--- src/rtl/hazard_ctrl.sv ---
// hazard_ctrl: stall/flush control for the 5-stage MIPS pipeline.
//   Detects load-use and branch-operand hazards between the instruction in ID
//   and the producers in EX and MEM. A branch that needs a load result still
//   in EX stalls for two cycles, using a RUN/HOLD countdown FSM. Stall cycles
//   and IF/ID flushes are counted with saturating 16-bit counters.
// Ports:
//   clk, rst_n                  clock, async active-low reset
//   ReadRegister1/2             Rs/Rt of the instruction in ID
//   BranchID, BranchTaken       branch in ID and its comparator result
//   JumpID                      j/jal in ID
//   MemReadEX, RegWriteEX,
//   RegDstEX, RtEX, RdEX        ID/EX control and register fields
//   MemReadMEM, RegWriteMEM,
//   WriteRegMEM                 EX/MEM control and destination
//   PCWrite, IF_IDWrite         register enables (1 = may update)
//   ID_EXFlush, IF_IDFlush      bubble into ID/EX, nop into IF/ID
//   StallCycles, FlushCount     saturating statistics
module hazard_ctrl (
  input  logic        clk,
  input  logic        rst_n,
  input  logic [4:0]  ReadRegister1,
  input  logic [4:0]  ReadRegister2,
  input  logic        BranchID,
  input  logic        BranchTaken,
  input  logic        JumpID,
  input  logic        MemReadEX,
  input  logic        RegWriteEX,
  input  logic        RegDstEX,
  input  logic [4:0]  RtEX,
  input  logic [4:0]  RdEX,
  input  logic        MemReadMEM,
  input  logic        RegWriteMEM,
  input  logic [4:0]  WriteRegMEM,
  output logic        PCWrite,
  output logic        IF_IDWrite,
  output logic        ID_EXFlush,
  output logic        IF_IDFlush,
  output logic [15:0] StallCycles,
  output logic [15:0] FlushCount
);

  typedef enum logic {RUN, HOLD} state_t;

  state_t     state, state_n;
  logic [1:0] remain, remain_n;
  logic [4:0] dest_ex;
  logic       m_rt, m_dest, m_mem;
  logic       need2, need1;
  logic       unused_regwrite_mem;

  // A load sitting in MEM is identified by MemReadMEM alone.
  assign unused_regwrite_mem = RegWriteMEM;

  assign dest_ex = RegDstEX ? RdEX : RtEX;

  // Register 0 is hardwired, so it never creates a dependency.
  assign m_rt   = (RtEX != 5'd0) &&
                  (RtEX == ReadRegister1 || RtEX == ReadRegister2);
  assign m_dest = (dest_ex != 5'd0) &&
                  (dest_ex == ReadRegister1 || dest_ex == ReadRegister2);
  assign m_mem  = (WriteRegMEM != 5'd0) &&
                  (WriteRegMEM == ReadRegister1 || WriteRegMEM == ReadRegister2);

  // Jump fields are not register operands, so a jump never stalls.
  assign need2 = !JumpID && BranchID && MemReadEX && m_rt;
  assign need1 = !JumpID && !need2 &&
                 ((MemReadEX && m_rt) ||
                  (BranchID && RegWriteEX && !MemReadEX && m_dest) ||
                  (BranchID && MemReadMEM && m_mem));

  always_comb begin
    state_n    = state;
    remain_n   = remain;
    PCWrite    = 1'b1;
    IF_IDWrite = 1'b1;
    ID_EXFlush = 1'b0;
    IF_IDFlush = 1'b0;
    if (!rst_n) begin
      PCWrite    = 1'b0;
      IF_IDWrite = 1'b0;
      ID_EXFlush = 1'b1;
      IF_IDFlush = 1'b1;
      state_n    = RUN;
      remain_n   = 2'd0;
    end else begin
      case (state)
        RUN: begin
          if (need2 || need1) begin
            // A stall beats a taken branch; the branch re-resolves afterwards.
            PCWrite    = 1'b0;
            IF_IDWrite = 1'b0;
            ID_EXFlush = 1'b1;
            if (need2) begin
              state_n  = HOLD;
              remain_n = 2'd1;
            end
          end else begin
            IF_IDFlush = JumpID || (BranchID && BranchTaken);
          end
        end
        HOLD: begin
          PCWrite    = 1'b0;
          IF_IDWrite = 1'b0;
          ID_EXFlush = 1'b1;
          remain_n   = remain - 2'd1;
          if (remain <= 2'd1) begin
            state_n  = RUN;
            remain_n = 2'd0;
          end
        end
        default: state_n = RUN;
      endcase
    end
  end

  always_ff @(posedge clk or negedge rst_n) begin
    if (!rst_n) begin
      state  <= RUN;
      remain <= 2'd0;
    end else begin
      state  <= state_n;
      remain <= remain_n;
    end
  end

  always_ff @(posedge clk or negedge rst_n) begin
    if (!rst_n) begin
      StallCycles <= 16'd0;
      FlushCount  <= 16'd0;
    end else begin
      if (!PCWrite && StallCycles != 16'hFFFF) StallCycles <= StallCycles + 16'd1;
      if (IF_IDFlush && FlushCount != 16'hFFFF) FlushCount <= FlushCount + 16'd1;
    end
  end

endmodule

--- config.mk ---
export PLATFORM = sky130hd
export DESIGN_NAME = hazard_ctrl
export DESIGN_NICKNAME = d
export VERILOG_FILES = /design/src/rtl/hazard_ctrl.sv
export SDC_FILE = /design/constraint.sdc
export NUM_CORES = 1
export LEC_CHECK = 0
export CORE_MARGIN = 8
export CORE_UTILIZATION = 50
export DETAILED_ROUTE_END_ITERATION = 12
export HOLD_SLACK_MARGIN = 0.12
export PLACE_DENSITY = 0.86
export SYNTH_ARGS = -nofsm -noshare
export SYNTH_HDL_FRONTEND = slang
export SYNTH_SLANG_ARGS = --single-unit
--- constraint.sdc ---
create_clock -name clk -period 4 [get_ports clk]
set_clock_uncertainty 0.05 [all_clocks]
set_input_delay 0.8 -clock clk [delete_from_list [all_inputs] [get_ports clk]]
set_output_delay 0.8 -clock clk [all_outputs]
set_load 0.1 [all_outputs]
==> metrics.md, run 1 <==
| Metric | Value |
|---|---|
| Clk Latency, worst-skew pair | 0.28 ns |
| Post-Syn Area | 0.00222 mm2 |
| Setup TNS | 0 ns |
| Synth warnings | 0 |
| Commonest non-fill, non-tap cell in the layout | clkdlybuf4s50_1 |
| R2R Setup Slk | 1.62 ns |
| Met1 Track Usage GR | 0.198 |
| Startpoint types | input port |
| Synth Flop Type | dfrtp_1 |
| Core ar. | 0.00432 mm2 |
| DR vias | 1,845 |
| Status | finished, final reports clean |
| CTS root buffer | clkbuf_8 |
| Final Setup Violations | 0 |
| Chip width | 82.6 um |
| Critical path fanouts, max | 5 |
| Final hold vios | 0 |
| Sequential element share of the synthesized area | 0.395 |
| Die H | 82.6 um |
| Slowest CP cell | clkdlybuf4s50_1 |
| I/O pins | 71 |
| Placer Congestion | 0.849 |
| DP Area | 0.00299 mm2 |
| Vias in the first global route | 1,881 |
| Most frequent CP cell | nand3_1 |
| Cell Int Power | 848 uW |
| Setup Crit Path Kind | in2out |
| Net Sw Frac | 0.521 |
| Finished Cell Area | 0.00309 mm2 |
| Highest-count cells in the layout ignoring fill and taps | clkdlybuf4s50_1 (63), xnor2_1 (41), dfrtp_1 (35) |
| Slew headroom | 0.341 |
| Most Crowded Layer GR | met2 |
| Mean Syn Cell Area | 10.1 um2 |
| PwrDens | 573 mW/mm2 |
| Final std cells w/o fill | 345 |
| Clk pwr share | 0.160 |
| Crit path DAT | 2.88 ns |
| Crit-path cells | clkdlybuf4s50_1 -> xnor2_1 -> nand3_1 -> o22ai_1 -> nand3_1 -> o311ai_2 -> nor2_4 -> inv_1 -> buf_12 |
| Clock Tree Buf Depth | 2 |
| First-pass GRT wire length | 8960 um |
| Placed wire-length estimate | 4350 um |
| WP data required | 3.15 ns |
| Ant diodes | 0 |
| Nets | 329 |
| WL/cell | 15.7 um |
| Setup crit end kind | output pin |
| Vias/cell | 5.35 |
| Yosys reg bits | 35 |
| Starting DRT DRC Count | 73 |
| Max VDD drop | 0.000628 V |
| Share of post-route cells with drive strength above 1 | 0.113 |
| CTS tree | yes |
| DRC | 0 |
| Syn Inst Count | 219 |
| Largest stage delay on the critical path | 0.57 ns |
| Grt total ovfl | 0 |
| Clock transition at the registers of the reported paths | 0.07 ns |
| Die area | 0.00682 mm2 |
| NetSw | 924 uW |
| Post-CTS Setup Inserts | 0 |
| F_max | 268 MHz |
| Post-route ant nets | 0 |
| Leakage | 0.00128 uW |
| Count of unique library cells instantiated by Yosys | 42 |
| Max-cap viol count | 0 |
| Input/output buffers | 69 |
| FP Rows | 24 |
| Period utilisation layout | 0.933 |
| Syn-to-layout area delta | 39.3% |
| Pre-antenna DRT Iters | 4 |
| Largest net degree at the start of global routing | 33 |
| Routing usage on met3 | 0.0346 |
| Combinational Power Share | 0.549 |
| Worst-margin pin slew | 0.986 ns |
| Overall routed net length | 5410 um |
| Tot GR Track Use | 0.168 |
| M2 GR Usage | 0.299 |
| Initial antenna violation count | 0 |
| Placed insts | 337 |
| Post-synth EDFFs | 0 |
| RSZ-0062 raised after global routing | no |
| Hold Path Class | in2async |
| Asr flop ratio synth | 1.00 |
| Fin crit period | 3.73 ns |
| H-tree depth | 2 |
| CTS Buf Count | 5 |
| CTS sink cnt | 35 |
| Final Util | 0.715 |
| Syn Nets | 256 |
| Seq pwr share | 0.291 |
| Initial cell density of the core | 0.513 |
| Pins Over Slew Limit | 0 |
[registers in the layout, summed over array words and instances (netlist names)]
name	flops
FlushCount	16
state	1
StallCycles	16
remain	2
[metal layers]
metal | share of wire | vias to the layer above
met4 | 0.0092 | 0
met5 | 0 | -
li1 | - | 908
met2 | 0.52 | 37
met3 | 0.051 | 8
met1 | 0.42 | 892
[cells in the mapped netlist, drive strengths merged (4+ instances only)]
cell type | number | share of area
and3 | 7 | 0.020
inv | 9 | 0.015
mux2 | 4 | 0.020
mux2i | 6 | 0.030
nand4 | 8 | 0.023
nand2 | 18 | 0.030
nand3 | 21 | 0.047
nor2 | 8 | 0.015
xor2 | 16 | 0.063
dfrtp | 35 | 0.39
nor3 | 10 | 0.034
xnor2 | 41 | 0.16
buf | 4 | 0.019
[worst paths after layout]
check                              start            end  cells after the start
setup / recovery                 RtEX[2]     ID_EXFlush                      9
hold / removal                     rst_n      remain[0]                      1
setup reg to reg           FlushCount[3]  FlushCount[1]                      7
hold reg to reg            FlushCount[5]  FlushCount[5]                      1
max in group asynchronous          rst_n  FlushCount[9]                      2
min in group clk           FlushCount[5]  FlushCount[5]                      1
[logic make-up after synthesis]
logic type / synth area share
mux: 0.0508
buf+inv: 0.0372
flops: 0.395
fa+ha+maj: 0.0113
compound gates: 0.0705
simple gates: 0.210
xor+xnor: 0.225
[final cells by class]
type	count	area, um2
tap	52	65.1
clock buffer	8	100
sequential	35	876
fill	348	1230
multi-input combinational	169	1260
inverter	9	33.8
timing repair buffer	72	751
[critical path, delay by kind of cell]
kind | cells | cell delay, ns
AO/OA/AOI/OAI | 2 | 0.67
buffers and inverters | 3 | 0.86
XOR/XNOR | 1 | 0.14
AND/OR/NAND/NOR | 3 | 0.41
[timing repair]
item	in CTS	in global routing
gates resized for setup	0	1
hold buffers	0	0
endpoints found under the hold margin	0	0
setup endpoints to repair	0	2
[power groups by stage]
stage / Combinational [uW] / Clock [uW] / Sequential (uW)
2_1_floorplan: 221 / 0 / 1020
3_5_place_dp: 981 / 0 / 522
4_1_cts: 983 / 288 / 517
3_3_place_gp: 967 / 0 / 518
5_1_grt: 1020 / 304 / 529
6_report: 973 / 283 / 516
[per-stage QoR]
stage                     power [uW]  setup slack, ns  hold slack [ns]
final                           1770            0.267            0.298
after global routing            1850            0.103            0.296
after CTS                       1790           0.0907            0.295
after detailed placement        1500           0.0954            0.430
after global placement          1490            0.134            0.428
after floorplan                 1240            0.213            0.454
(Power assumes the default switching activity.)
==> run 2, diff against run 1 <==
--- a/config.mk
+++ b/config.mk
@@ -8,6 +8,7 @@
 export CORE_MARGIN = 8
 export CORE_UTILIZATION = 50
 export DETAILED_ROUTE_END_ITERATION = 12
+export GPL_TIMING_DRIVEN = 1
 export HOLD_SLACK_MARGIN = 0.12
 export PLACE_DENSITY = 0.86
 export SYNTH_ARGS = -nofsm -noshare
==> results of run 2 <==
Final layout, timing and power as in run 1 (identical DEF).
